## src/rtl/scrambler_par.sv

```systemverilog
// scrambler_par - parallel 802.11a scrambler / descrambler, x^7 + x^4 + 1.
//
// DATA_W bits are processed per beat behind valid/ready handshakes, with
// in_data[0] as the first bit on air. The LFSR walk is unrolled, so the
// period stays 127 bits whatever the beat width. A frame starts with a load
// pulse that seeds the LFSR from init_state. The final beat is flagged with
// in_last, and that flag travels with the data to out_last.
//
// Build option: define SCRAMBLER_SEED_RECOVERY_EN to add the recover port and
// a 3-bit recovery counter. The RX descrambler uses them to rebuild the
// transmitter's LFSR state from the seven leading SERVICE bits, whose
// plaintext is always zero.
module scrambler_par #(
   parameter int DATA_W = 8
) (
   input  logic              clk,
   input  logic              reset,
   input  logic [6:0]        init_state,
   input  logic              load,
`ifdef SCRAMBLER_SEED_RECOVERY_EN
   input  logic              recover,
`endif
   input  logic              in_valid,
   output logic              in_rdy,
   input  logic [DATA_W-1:0] in_data,
   input  logic              in_last,
   output logic              out_valid,
   input  logic              out_rdy,
   output logic [DATA_W-1:0] out_data,
   output logic              out_last,
   output logic              seed_err
);

   localparam logic [6:0] SEED_ALL_ONES = 7'h7F;

   typedef enum logic [0:0] {
      ST_IDLE = 1'b0,
      ST_RUN  = 1'b1
   } state_t;

   state_t              state_q, state_d;
   logic [6:0]          lfsr_q, lfsr_d;
   logic                out_valid_q, out_valid_d;
   logic [DATA_W-1:0]   out_data_q, out_data_d;
   logic                out_last_q, out_last_d;
   logic                seed_err_q, seed_err_d;
`ifdef SCRAMBLER_SEED_RECOVERY_EN
   logic [2:0]          rc_q, rc_d;
   logic [2:0]          rc_start_s, rc_walk_s;
`endif

   logic                run_s;
   logic                in_rdy_s;
   logic                accept_s;
   logic                recover_s;
   logic                bad_seed_s;
   logic [6:0]          seed_s;
   logic [6:0]          lfsr_start_s;
   logic [6:0]          lfsr_walk_s;
   logic [DATA_W-1:0]   scr_data_s;
   logic                fb_s;

   // Seed selection: an all-zero seed would lock the LFSR, so all-ones is
   // used in its place and the event is flagged. Recovery starts from zero
   // because the state is rebuilt from received bits.
   always_comb begin
`ifdef SCRAMBLER_SEED_RECOVERY_EN
      recover_s = recover;
`else
      recover_s = 1'b0;
`endif
      if (recover_s) begin
         seed_s     = 7'h00;
         bad_seed_s = 1'b0;
      end else if (init_state == 7'h00) begin
         seed_s     = SEED_ALL_ONES;
         bad_seed_s = 1'b1;
      end else begin
         seed_s     = init_state;
         bad_seed_s = 1'b0;
      end
      if (load) begin
         lfsr_start_s = seed_s;
      end else begin
         lfsr_start_s = lfsr_q;
      end
   end

`ifdef SCRAMBLER_SEED_RECOVERY_EN
   // Recovery counter start value: a load restarts it, or clears it when recovery is not requested
   always_comb begin
      if (load) begin
         rc_start_s = recover ? 3'd7 : 3'd0;
      end else begin
         rc_start_s = rc_q;
      end
   end
`endif

   // Walk the LFSR across the beat one bit at a time in air order, starting
   // from the fresh seed when load coincides with the beat
   always_comb begin
      lfsr_walk_s = lfsr_start_s;
      scr_data_s  = '0;
      fb_s        = 1'b0;
`ifdef SCRAMBLER_SEED_RECOVERY_EN
      rc_walk_s   = rc_start_s;
`endif
      for (int i = 0; i < DATA_W; i++) begin
`ifdef SCRAMBLER_SEED_RECOVERY_EN
         if (rc_walk_s != 3'd0) begin
            // SERVICE bit: plaintext is zero, so the received bit is the keystream bit
            fb_s          = in_data[i];
            scr_data_s[i] = 1'b0;
            rc_walk_s     = rc_walk_s - 3'd1;
         end else begin
            fb_s          = lfsr_walk_s[6] ^ lfsr_walk_s[3];
            scr_data_s[i] = in_data[i] ^ fb_s;
         end
`else
         fb_s          = lfsr_walk_s[6] ^ lfsr_walk_s[3];
         scr_data_s[i] = in_data[i] ^ fb_s;
`endif
         lfsr_walk_s = {lfsr_walk_s[5:0], fb_s};
      end
   end

   // Handshake and frame state: a load in IDLE opens the input in the same
   // cycle, so a frame whose first beat arrives with load has no bubble
   always_comb begin
      case (state_q)
         ST_IDLE: run_s = load;
         ST_RUN:  run_s = 1'b1;
         default: run_s = 1'b0;
      endcase
      in_rdy_s = !reset && run_s && (!out_valid_q || out_rdy);
      accept_s = in_valid && in_rdy_s;
      if (accept_s && in_last) begin
         state_d = ST_IDLE;
      end else if (load) begin
         state_d = ST_RUN;
      end else begin
         state_d = state_q;
      end
   end

   // Next LFSR, output register and sticky error values
   always_comb begin
      if (accept_s) begin
         lfsr_d = lfsr_walk_s;
      end else begin
         lfsr_d = lfsr_start_s;
      end
      if (accept_s) begin
         out_valid_d = 1'b1;
         out_data_d  = scr_data_s;
         out_last_d  = in_last;
      end else if (out_rdy) begin
         out_valid_d = 1'b0;
         out_data_d  = out_data_q;
         out_last_d  = out_last_q;
      end else begin
         out_valid_d = out_valid_q;
         out_data_d  = out_data_q;
         out_last_d  = out_last_q;
      end
      seed_err_d = seed_err_q | (load & bad_seed_s);
`ifdef SCRAMBLER_SEED_RECOVERY_EN
      if (accept_s) begin
         rc_d = rc_walk_s;
      end else begin
         rc_d = rc_start_s;
      end
`endif
   end

   // State, LFSR and output registers with synchronous reset
   always_ff @(posedge clk) begin
      if (reset) begin
         state_q     <= ST_IDLE;
         lfsr_q      <= SEED_ALL_ONES;
         out_valid_q <= 1'b0;
         out_data_q  <= '0;
         out_last_q  <= 1'b0;
         seed_err_q  <= 1'b0;
      end else begin
         state_q     <= state_d;
         lfsr_q      <= lfsr_d;
         out_valid_q <= out_valid_d;
         out_data_q  <= out_data_d;
         out_last_q  <= out_last_d;
         seed_err_q  <= seed_err_d;
      end
   end

`ifdef SCRAMBLER_SEED_RECOVERY_EN
   // Recovery counter register
   always_ff @(posedge clk) begin
      if (reset) begin
         rc_q <= 3'd0;
      end else begin
         rc_q <= rc_d;
      end
   end
`endif

   assign in_rdy    = in_rdy_s;
   assign out_valid = out_valid_q;
   assign out_data  = out_data_q;
   assign out_last  = out_last_q;
   assign seed_err  = seed_err_q;

endmodule

```

## config.mk

```make
export PLATFORM = sky130hd
export DESIGN_NAME = scrambler_par
export DESIGN_NICKNAME = d
export VERILOG_FILES = /design/src/rtl/scrambler_par.sv
export SDC_FILE = /design/constraint.sdc
export NUM_CORES = 1
export LEC_CHECK = 0
export ABC_AREA = 1
export ABC_CLOCK_PERIOD_IN_PS = 2300
export CELL_PAD_IN_SITES_DETAIL_PLACEMENT = 2
export CELL_PAD_IN_SITES_GLOBAL_PLACEMENT = 2
export CORE_ASPECT_RATIO = 1.5
export CORE_MARGIN = 5
export CORE_UTILIZATION = 27
export CTS_CLUSTER_DIAMETER = 150
export DETAILED_ROUTE_END_ITERATION = 7
export PLACE_DENSITY_LB_ADDON = 0.1
export SLEW_MARGIN = 10
export SYNTH_ARGS = -nofsm -noshare
export SYNTH_HDL_FRONTEND = slang
export SYNTH_SLANG_ARGS = --single-unit
```

## constraint.sdc

```tcl
create_clock -name clk -period 2.3 [get_ports clk]
set_input_delay 0.575 -clock clk [delete_from_list [all_inputs] [get_ports clk]]
set_output_delay 0.575 -clock clk [all_outputs]
set_load 0.01 [all_outputs]
```

==> results.tsv, run 1 <==
metric	value	unit
PD cells	524	nW/um^2
routed len/inst	14.8	um
cells along the critical path	clkdlybuf4s50_1 -> inv_6 -> o21ai_2 -> a21oi_4 -> dlygate4sd2_1	
final setup vio count	0	
Worst Clk Skew	0.00539	ns
RSZ-0062 raised after global routing	no	
Static Leak	0.774	nW
status	complete, no violations	
post-synth top area share	0.326	
delay-heaviest family, CP	buffers and inverters	
I/O Buffers	32	
post-synth cell types	26	
Chip Width	63.7	um
Final Power	0.856	mW
Worst path depth	5	
Yosys warnings	0	
Post-DP HPWL	3240	um
global-route wire length before repair	6510	um
hold path depth	2	
vias in the first global route	1423	
FILL cells	533	
FF-to-FF Start	lfsr_q[1]	
diode count	0	
Worst path max stage delay	0.49	ns
Setup crit end kind	output port	
Max Freq	0.451	GHz
cts bufs inserted	3	
Worst Path Max Fanout	2	
Root Buffer	clkbuf_8	
Post-DRT Antenna Nets	0	
Vias per Instance	4.77	
initial drt markers	10	
R2R setup slack	0.90	ns
Arr. time, crit path	1.64	ns
share of layout cells above drive strength 1	0.160	
WS Path Type	in2out	
cell internal pwr	0.599	mW
Placeable Area	4210	um^2
max cap viols	0	
Inst Count DP	255	
Cell Area, Synth	1170	um^2
total I/O pin count	33	
initial antenna violation count	0	
startpoint types	input port	
#FFs+latches synth	19	
clk_lat worst skew	0.25	ns
die height	90.5	um
Seq pwr share	0.427	
HP Start	seed_err	
worst path bufs/invs	3	
Sw Ratio	0.300	
vias	1236	
Slew @ Worst Pin	0.324	ns
full die area	5760	um^2
max_slew headroom	0.784	
Final Max Slew Viols	0	
VDD IR max	0.256	mV
grt total ovfl	0	
Post-CTS Setup Repair Bufs	0	
largest cells by area after synthesis	dfxtp_1, nand2_1, nor2_1	
Total Wirelength	3830	um
Final Cycle Share	0.963	
Clock Power Share	0.274	
CTS max path bufs	2	
switching power total	0.257	mW
worst hold path type	reg2reg	
CTS tree	yes	
Synth-to-Final Area Change	40.0	%
CTS Sinks	19	
Syn Inst Count	171	
DRC	0	
Synth area leader	dfxtp_1	
Post-Syn Nets	192	
Comb power frac	0.299	
initial core utilization	0.277	
largest net degree at the start of global routing	17	
synthesized area per cell	6.82	um^2
Finished Layout Cells	259	
Hold Violations, Final	0	
Min-Delay Endpoint	seed_err	
nets	235	
final estimated routing congestion in global placement	0.741	
drt first pass iters	2	
Worst-path clk slew	0.07	ns
CTS Hold Bufs	0	
Core Rows	29	
reg2reg end	out_data[5]	
sequential share of the synthesized area	0.326	
cells on worst reg2reg path	10	
H-tree depth	1	
GRT Total Usage	0.138	
Worst path slowest cell	clkdlybuf4s50_1	
minimum clock period	2.22	ns
Worst EP required	1.73	ns
## final cells by class
cell class	instances	area (um^2)	share of cell area
Sequential cell	19	380	0.233
Tap cell	46	57.6	0.0352
Timing Repair Buffer	43	408	0.250
Multi-Input combinational cell	123	647	0.396
Inverter	24	95.1	0.0582
Clock buffer	4	45.0	0.0276
## synth_stat cells, drive strengths merged
master,number
buf,5
a21boi,2
o211ai,5
or2,1
nand2,51
nand3b,3
nor2,25
xor2,2
nand3,12
a21oi,10
dfxtp,19
nand4,1
o21ai,11
inv,24
## cell families after synthesis
family | after synthesis | share of synthesized area
AO/OA/AOI/OAI | 28 | 0.155
flip-flops | 19 | 0.326
buffers and inverters | 29 | 0.124
AND/OR/NAND/NOR | 93 | 0.380
XOR/XNOR | 2 | 0.0150
## registers in the layout, indices dropped and copies added, names as in the netlist
register,flops
out_last,1
seed_err,1
state_q,1
out_valid,1
lfsr_q,7
out_data,8
## tightest hold or removal path, cell delays in order (launching register included)
cell     delay, ns
dfxtp_1       0.33
a21oi_1       0.05
nor2_1        0.07
## power by group through the flow
stage               Sequential (mW)  Combinational, mW  Clock, mW
floorplan                     0.377              0.139          0
global placement              0.372              0.247          0
detailed placement            0.373              0.260          0
CTS                           0.366              0.261      0.250
global route                  0.369              0.284      0.264
finish                        0.365              0.256      0.235
## per-layer routing
metal | part of all wire | vias up | track usage
met4 | 0.0089 | 0 | 0.0451
met5 | 0 | - | 0
li1 | - | 621 | -
met2 | 0.57 | 22 | 0.271
met1 | 0.38 | 591 | 0.138
met3 | 0.038 | 2 | 0.0262
## worst max path at each step
stage                  start          end  slack, ns
2_1_floorplan          reset  out_data[1]       0.67
3_3_place_gp           reset       in_rdy      -0.17
3_5_place_dp            load  out_data[6]      -0.24
4_1_cts                 load  out_data[6]       0.02
5_1_grt        init_state[4]  out_data[4]       0.04
6_report               reset       in_rdy       0.08
## per-stage QoR
step	utilization	hold slack, ns	setup TNS [ns]	cell area (um^2)	worst slack [ns]
finish	0.388	0.481	0	1630	0.0841
global route	0.388	0.531	0	1630	0.0394
CTS	0.385	0.491	0	1620	0.0222
detailed placement	0.375	0.474	-2.05	1580	-0.242
global placement	0.375	0.452	-1.34	1580	-0.173
floorplan	-	0.487	0	1170	0.666
## repair_timing
| item | in CTS | in global routing |
|---|---|---|
| gates resized for setup | 1 | 4 |
| pin swaps | 0 | 0 |
| endpoints found under the setup margin | 1 | 8 |
## cells in the final DEF, fill, tap and decap left out, types with 2 or more instances in the layout
master	Yosys	routed
dfxtp_1	19	19
o21ai_0	3	3
clkbuf_8	0	3
nand2_2	4	4
o211ai_1	5	5
inv_1	22	22
o21ai_2	2	2
buf_4	0	10
nand2_1	46	46
o21ai_1	6	6
nor2_1	24	23
xor2_1	2	2
clkdlybuf4s50_1	0	30
nand3b_1	2	2
nand3_1	7	7
nand3_2	5	5
a21oi_1	8	8
(Power assumes the default switching activity.)
==> inputs of run 2 (changes only) <==
- CAP_MARGIN: not set -> 40
==> results of run 2 <==
The final DEF is identical to that of run 1; final timing and power are the same.
==> inputs of run 3 (changes only) <==
- CAP_MARGIN: 40 -> not set
- TNS_END_PERCENT: not set -> 50
==> results of run 3 <==
The final DEF is identical to that of run 1; final timing and power are the same.
